===== config.mk =====
export PLATFORM = sky130hd
export DESIGN_NAME = datapath_sequencer
export DESIGN_NICKNAME = d
export VERILOG_FILES = /design/src/rtl/datapath_sequencer.sv
export SDC_FILE = /design/constraint.sdc
export NUM_CORES = 1
export LEC_CHECK = 0
export CELL_PAD_IN_SITES_DETAIL_PLACEMENT = 1
export CELL_PAD_IN_SITES_GLOBAL_PLACEMENT = 1
export CORE_MARGIN = 2
export CORE_UTILIZATION = 48
export DETAILED_ROUTE_END_ITERATION = 16
export GPL_TIMING_DRIVEN = 0
export PLACE_DENSITY_LB_ADDON = 0.1
export SLEW_MARGIN = 10
export SYNTH_ARGS = -nofsm -noshare
export SYNTH_HDL_FRONTEND = slang
export SYNTH_SLANG_ARGS = --single-unit

===== constraint.sdc =====
create_clock -name clk -period 3.6 [get_ports clk]
set_input_delay 0.72 -clock clk [delete_from_list [all_inputs] [get_ports clk]]
set_output_delay 0.72 -clock clk [all_outputs]
set_load 0.005 [all_outputs]

===== src/rtl/datapath_sequencer.sv =====
// Microcoded sequencer: 16-word loadable program drives regfile selects, ALU op, bus buffers and write enable.
// Two cycles per instruction (FETCH, EXEC). Optional macro SEQ_SINGLE_STEP_EN adds a step-gated PAUSE state.
module datapath_sequencer #(
  parameter int DEPTH = 16,
  parameter int IW    = 32,
  localparam int PW   = $clog2(DEPTH)
) (
  input  logic          clk,
  input  logic          reset,
  input  logic          start,
  input  logic          prog_we,
  input  logic [PW-1:0] prog_addr,
  input  logic [IW-1:0] prog_data,
`ifdef SEQ_SINGLE_STEP_EN
  input  logic          step_mode,
  input  logic          step,
`endif
  output logic          busy,
  output logic          done,
  output logic [PW-1:0] pc,
  output logic [15:0]   initialR,
  output logic [3:0]    regWrite,
  output logic [3:0]    regRead1,
  output logic [3:0]    regRead2,
  output logic [7:0]    ALUOp,
  output logic [3:0]    buffCtrl,
  output logic          regWriteEn
);

  typedef enum logic [2:0] {
    S_IDLE,
    S_FETCH,
    S_EXEC,
    S_DONE
`ifdef SEQ_SINGLE_STEP_EN
    , S_PAUSE
`endif
  } state_t;

  localparam logic [1:0] K_ALU  = 2'b00;
  localparam logic [1:0] K_LDI  = 2'b01;
  localparam logic [1:0] K_JMP  = 2'b10;
  localparam logic [1:0] K_HALT = 2'b11;

  state_t        state_q, state_d;
  logic [PW-1:0] pc_q, pc_d;
  logic [1:0]    kind_q, kind_d;
  logic [PW-1:0] tgt_q, tgt_d;
  logic          busy_q, busy_d;
  logic          done_q, done_d;
  logic [15:0]   imm_q, imm_d;
  logic [3:0]    wr_q, wr_d;
  logic [3:0]    rd1_q, rd1_d;
  logic [3:0]    rd2_q, rd2_d;
  logic [7:0]    op_q, op_d;
  logic [3:0]    buf_q, buf_d;
  logic          we_q, we_d;

  logic [IW-1:0] mem_q [DEPTH];
  logic [IW-1:0] word;

  // Program RAM survives reset; writes are locked out while a run is active.
  always_ff @(posedge clk) begin
    if (prog_we && !busy_q) begin
      mem_q[prog_addr] <= prog_data;
    end
  end

  assign word = mem_q[pc_q];

  always_comb begin
    state_d = state_q;
    pc_d    = pc_q;
    kind_d  = kind_q;
    tgt_d   = tgt_q;
    imm_d   = '0;
    wr_d    = '0;
    rd1_d   = '0;
    rd2_d   = '0;
    op_d    = '0;
    buf_d   = '0;
    we_d    = 1'b0;
    case (state_q)
      S_IDLE, S_DONE: begin
        if (start) begin
          state_d = S_FETCH;
          pc_d    = '0;
        end
      end
      S_FETCH: begin
        // Decode here so the registered drive values hold for the entire EXEC cycle.
        state_d = S_EXEC;
        kind_d  = word[31:30];
        tgt_d   = word[PW-1:0];
        case (word[31:30])
          K_ALU: begin
            wr_d  = word[29:26];
            rd1_d = word[25:22];
            rd2_d = word[21:18];
            op_d  = word[17:10];
            buf_d = 4'b1110;
            we_d  = 1'b1;
          end
          K_LDI: begin
            wr_d  = word[29:26];
            imm_d = word[15:0];
            buf_d = 4'b0001;
            we_d  = 1'b1;
          end
          default: ;
        endcase
      end
      S_EXEC: begin
`ifdef SEQ_SINGLE_STEP_EN
        state_d = step_mode ? S_PAUSE : S_FETCH;
`else
        state_d = S_FETCH;
`endif
        case (kind_q)
          K_JMP:   pc_d = tgt_q;
          K_HALT:  state_d = S_DONE;
          default: pc_d = pc_q + 1'b1;
        endcase
      end
`ifdef SEQ_SINGLE_STEP_EN
      S_PAUSE: begin
        if (step) begin
          state_d = S_FETCH;
        end
      end
`endif
      default: state_d = S_IDLE;
    endcase
`ifdef SEQ_SINGLE_STEP_EN
    busy_d = (state_d == S_FETCH) || (state_d == S_EXEC) || (state_d == S_PAUSE);
`else
    busy_d = (state_d == S_FETCH) || (state_d == S_EXEC);
`endif
    done_d = (state_d == S_DONE);
  end

  always_ff @(posedge clk) begin
    if (reset) begin
      state_q <= S_IDLE;
      pc_q    <= '0;
      kind_q  <= '0;
      tgt_q   <= '0;
      busy_q  <= 1'b0;
      done_q  <= 1'b0;
      imm_q   <= '0;
      wr_q    <= '0;
      rd1_q   <= '0;
      rd2_q   <= '0;
      op_q    <= '0;
      buf_q   <= '0;
      we_q    <= 1'b0;
    end else begin
      state_q <= state_d;
      pc_q    <= pc_d;
      kind_q  <= kind_d;
      tgt_q   <= tgt_d;
      busy_q  <= busy_d;
      done_q  <= done_d;
      imm_q   <= imm_d;
      wr_q    <= wr_d;
      rd1_q   <= rd1_d;
      rd2_q   <= rd2_d;
      op_q    <= op_d;
      buf_q   <= buf_d;
      we_q    <= we_d;
    end
  end

  assign busy       = busy_q;
  assign done       = done_q;
  assign pc         = pc_q;
  assign initialR   = imm_q;
  assign regWrite   = wr_q;
  assign regRead1   = rd1_q;
  assign regRead2   = rd2_q;
  assign ALUOp      = op_q;
  assign buffCtrl   = buf_q;
  assign regWriteEn = we_q;

endmodule


# Yosys cells after proc, flatten, opt, wreduce, memory -nomap -nowiden

Memories as Yosys holds them, arrays and structs flattened. A register that Yosys moved wholly into a read port is not among the register bits.
Index checks and enable logic that the tools add are counted.

Input port bits: 40
Logic and storage cells: 55
Memories: 1
Memory bits (writable): 512
Output and inout port bits: 47
Register bits after elaboration: 56

Memories:

| name  | words | width | read ports | clocked after Yosys merged registers in | write ports | line | RTL |
|---|---|---|---|---|---|---|---|
| mem_q | 16    | 32    | 1          | 1                                       | 1           | 59   | `logic [IW-1:0] mem_q [DEPTH];` |

Muxes and demuxes: 12
$add $sub $neg: 1
Bitwise gates (word level): 4
Reductions and logical operators: 13
Eq/ne operators: 11

Operator list:

| operator            | number |
|---|---|
| $pmux 4 s2          | 3 |
| $eq 3x2->1 const B  | 4 |
| $mux 4              | 3 |
| $pmux 3 s3          | 1 |
| $reduce_or 3->1     | 3 |
| $eq 3x1->1 const B  | 2 |
| $reduce_or 2->1     | 3 |
| $add 4x1->4 const B | 1 |
| $eq 2x2->1 const B  | 2 |
| $ne 2x2->1 const B  | 2 |
| $not 1->1           | 4 |
| $logic_not 3->1     | 1 |
| $mux 1              | 3 |
| $mux 3              | 1 |
| $reduce_and 3->1    | 1 |
| $eq 2x1->1 const B  | 1 |
| $logic_not 2->1     | 1 |
| $mux 2              | 1 |
| $reduce_bool 2->1   | 1 |
| $logic_and 1x1->1   | 1 |
| $logic_not 1->1     | 1 |
| $logic_or 1x1->1    | 1 |

# Longest topological paths before layout

Depth after elaboration: 6
Mapped depth: 9
Mapped depth without buffers: 5

# Worst setup path after synthesis

OpenSTA, ideal clock, no wires.

Kind: input -> register
Start point: input port prog_we
End point: memory mem_q[0][0], enable pin
Stages on the path: 3
Data required time: 3139 ps
Path slack: -225 ps
Library setup time: 461 ps
Path buffers: 0
Arrival time: 3363 ps
Path through: nand2b_1 -> or3_1 -> nor3_1

Longest elaborated chain between the ends: 3

Ends and longest elaborated chain:

| what                         | line | RTL |
|---|---|---|
| start, declared              | 11   | `input logic prog_we,` |
| $logic_and 1x1->1            | 64   | `if (prog_we && !busy_q) begin` |
| $mux 1                       | 64   |  |
| $mux 1 (implied by the code) | 65   | `mem_q[prog_addr] <= prog_data;` |
| end, declared                | 59   |  |

No other way between the ends.

==> run_results.csv <==
group,metric,value,unit
routing,via_count,10100,
final_layout,finalInstanceArea,25400,um^2
final_layout,layout.cells.most_common_list,"edfxtp_1 (512), mux4_2 (151), clkdlybuf4s50_1 (85)",
floorplan,die_width,214,um
clocking,cts.reportedPaths.clkPinSlew,0.06,ns
synth,synth_sequential_area_ratio,78.2,%
setup_path,setup.worst_path.end_class,"flop",
synth,area_of_the_mapped_netlist,21200,um^2
clocking,tritoncts_sinks,570,
placed_design,post_dp_cell_area,23500,um^2
grt,antenna_violations_before_repair,3,
clocking,clock_latency_reported_for_the_late_side_of_the_worst_skew_pair,0.63,ns
grt,grt_first_pass_wirelength,75100,um
setup_path,cp-start-kind,"flop",
timing,final-max-slew-violation-count,0,
outcome,run_status,"completed",
final_layout,fin_util,58.8,%
final_layout,fillers,3598,
floorplan,starting_density,48.9,%
final_layout,synthToLayoutAreaGrowth,20.2,%
pwr,power.ir.vdd_worst,377,uV
routing,via_per_inst,5.80,
final_layout,multiInputGateArea,4500,um^2
placed_design,final_wtd_congestion,0.715,
setup_path,crit_path_max_fanout,10,
clocking,postCtsResizedCells,0,
routing,routed_wl,51000,um
synth,synth.yosys.warnings,0,
routing,route.detailed.drc,0,
placed_design,dpl_wire_length,31900,um
floorplan,rows,76,
routing,dr.pass1.iters,4,
clocking,post_cts.repair.setup_buffers,0,
timing,max_slew.worst_pin.slew,1.14,ns
worst_hold_path,hp-start,"tgt_q[1]",
clocking,cts.root.buffer_cell,"clkbuf_16",
synth,synth_seq_cells,570,
setup_path,worst_ep_arrival_time,3.86,ns
synth,synthesis.instances,934,
grt,vias_in_the_first_global_route,10900,
final_layout,mostFrequentLayoutCell,"edfxtp_1",
clocking,number_of_buffers_created_by_cts,59,
setup_path,required,4.05,ns
timing,setup_total_negative_slack,0,ns
placed_design,io_buffer_count,85,
floorplan,design.die.area,45800,um^2
timing,worst_slack,0.192,ns
synth,post_synth_num_cell_types,39,
routing,starting_drt_drc_count,973,
timing,min_period_over_period,94.7,%
pwr,power.static_leakage,7.84,nW
pwr,power,0.0136,W
timing,fmaxAchievable,293,MHz
worst_hold_path,hp-class,"flop to flop",
final_layout,drive_gt1_share,27.2,%
floorplan,coreArea,43300,um^2
clocking,clock_tree.htree_level_count,2,
placed_design,placement.setup.worst_slack,0.108,ns
timing,grt_setup_unrepaired,"no",
grt,grt_max_degree,21,
timing,worst_slew_margin_rel,24.0,%
timing,finClkSkew,0.0176,ns
grt,grtUsageTotal,22.9,%
synth,synth_fp_nets,975,
synth,avgSynthCellArea,22.6,um^2
routing,ant_nets,0,
clocking,clk_path_buf_depth,3,
setup_path,critical_path_class,"flop to flop",
clocking,cts_tree,"done",
routing,wl_per_cell,29.2,um
final_layout,layout.nets,1152,
grt,global_route.overflow_total,0,
timing,hold_viol_final,0,
floorplan,die-height,214,um
job,maxCapViolations,0,
floorplan,io_pins,87,
final_layout,area.sequential,16500,um^2
clocking,post_cts_hold_buffer_count,0,
timing,finalCriticalPeriod,3.41,ns
timing,finalSetupViolations,0,
pwr,pwr_density_cell,535,nW/um^2
==> power breakdown <==
group / internal (W) / switching [W]
Sequential: 0.00728 / 0.0000179
Combinational: 0.000107 / 0.000193
Clock: 0.00354 / 0.00248
==> routing by layer <==
metal	wire (um)	share of wire, %	vias to the layer above	GRT usage [%]
met2	26000	51	309	38.5
met4	1390	2.7	4	7.76
met1	20900	41	5469	30.5
li1	-	-	4252	-
met3	2680	5.3	92	3.98
met5	25	0.049	-	0
==> cell usage after synthesis <==
master / count / area (um^2)
a21oi_1: 10 / 50.1
a221oi_1: 1 / 8.76
a22oi_1: 1 / 7.51
a2bb2oi_1: 1 / 8.76
a41oi_1: 8 / 70.1
and2_1: 1 / 6.26
and3_1: 1 / 6.26
buf_1: 4 / 15.0
buf_2: 16 / 80.1
buf_4: 5 / 37.5
buf_6: 1 / 11.3
clkbuf_1: 20 / 75.1
conb_1: 1 / 3.75
dfxtp_1: 58 / 1160
edfxtp_1: 512 / 15400
ha_1: 1 / 12.5
inv_1: 6 / 22.5
mux2_2: 1 / 11.3
mux2i_1: 16 / 160
mux4_2: 151 / 3400
nand2_1: 21 / 78.8
nand2b_1: 5 / 31.3
nand3_1: 7 / 35.0
nand4b_1: 1 / 8.76
nor2_1: 31 / 116
nor2b_1: 25 / 156
nor2b_2: 8 / 70.1
nor3_1: 8 / 40.0
nor3b_1: 1 / 7.51
nor4_1: 1 / 6.26
o21ai_0: 2 / 10.0
o22ai_1: 1 / 6.26
o41ai_1: 1 / 8.76
or2_2: 1 / 6.26
or3_1: 2 / 12.5
or3b_2: 1 / 8.76
or4_1: 1 / 7.51
or4b_1: 1 / 10.0
xnor2_1: 1 / 8.76
==> critical path, stage by stage, from the launching register on <==
cell and delay (ns):
dfxtp_1 0.31, buf_4 0.18, buf_4 0.25, clkbuf_1 0.53, clkbuf_1 0.79, mux4_2 0.44
mux4_2 0.51, nor2b_1 0.21
==> layout make-up <==
class | instances | area share (%)
Sequential cell | 570 | 65.0
Multi-Input combinational cell | 312 | 17.7
Clock buffer | 84 | 6.50
Timing Repair Buffer | 116 | 5.92
Tap cell | 585 | 2.88
Clock inverter | 26 | 0.984
Buffer | 46 | 0.861
Inverter | 6 | 0.0886
Antenna cell | 2 | 0.0197
==> state kept, by name, indices dropped and copies added (netlist names), 4 cells and up, named ones only <==
signal / cells
pc: 4
regWrite: 4
mem_q: 512
ALUOp: 8
initialR: 16
regRead2: 4
tgt_q: 4
regRead1: 4
==> cell families after synthesis <==
kind of cell,Yosys count,synth area share (%)
flip-flops,570,78.2
buffers and inverters,52,1.14
AO/OA/AOI/OAI,25,0.805
XOR/XNOR,1,0.0414
other,1,0.0177
multiplexers,168,16.9
AND/OR/NAND/NOR,116,2.87
adder cells (fa/ha/maj),1,0.0591
==> through the flow <==
| step | hold WS [ns] | cells |
|---|---|---|
| 2_1_floorplan | 0.448 | 934 |
| 6_report | 0.496 | 1747 |
| 4_1_cts | 0.500 | 1745 |
| 3_5_place_dp | 0.487 | 1635 |
| 3_3_place_gp | 0.483 | 1604 |
| 5_1_grt | 0.541 | 1745 |
==> final timing paths <==
| kind | to | slack (ns) | cells past startpoint |
|---|---|---|---|
| setup / recovery | regWrite[3] | 0.19 | 7 |
| setup reg to reg | regWrite[3] | 0.19 | 7 |
| hold reg to reg | tgt_q[1] | 0.50 | 2 |
| hold / removal | tgt_q[1] | 0.50 | 2 |
(Power assumes the default switching activity.)
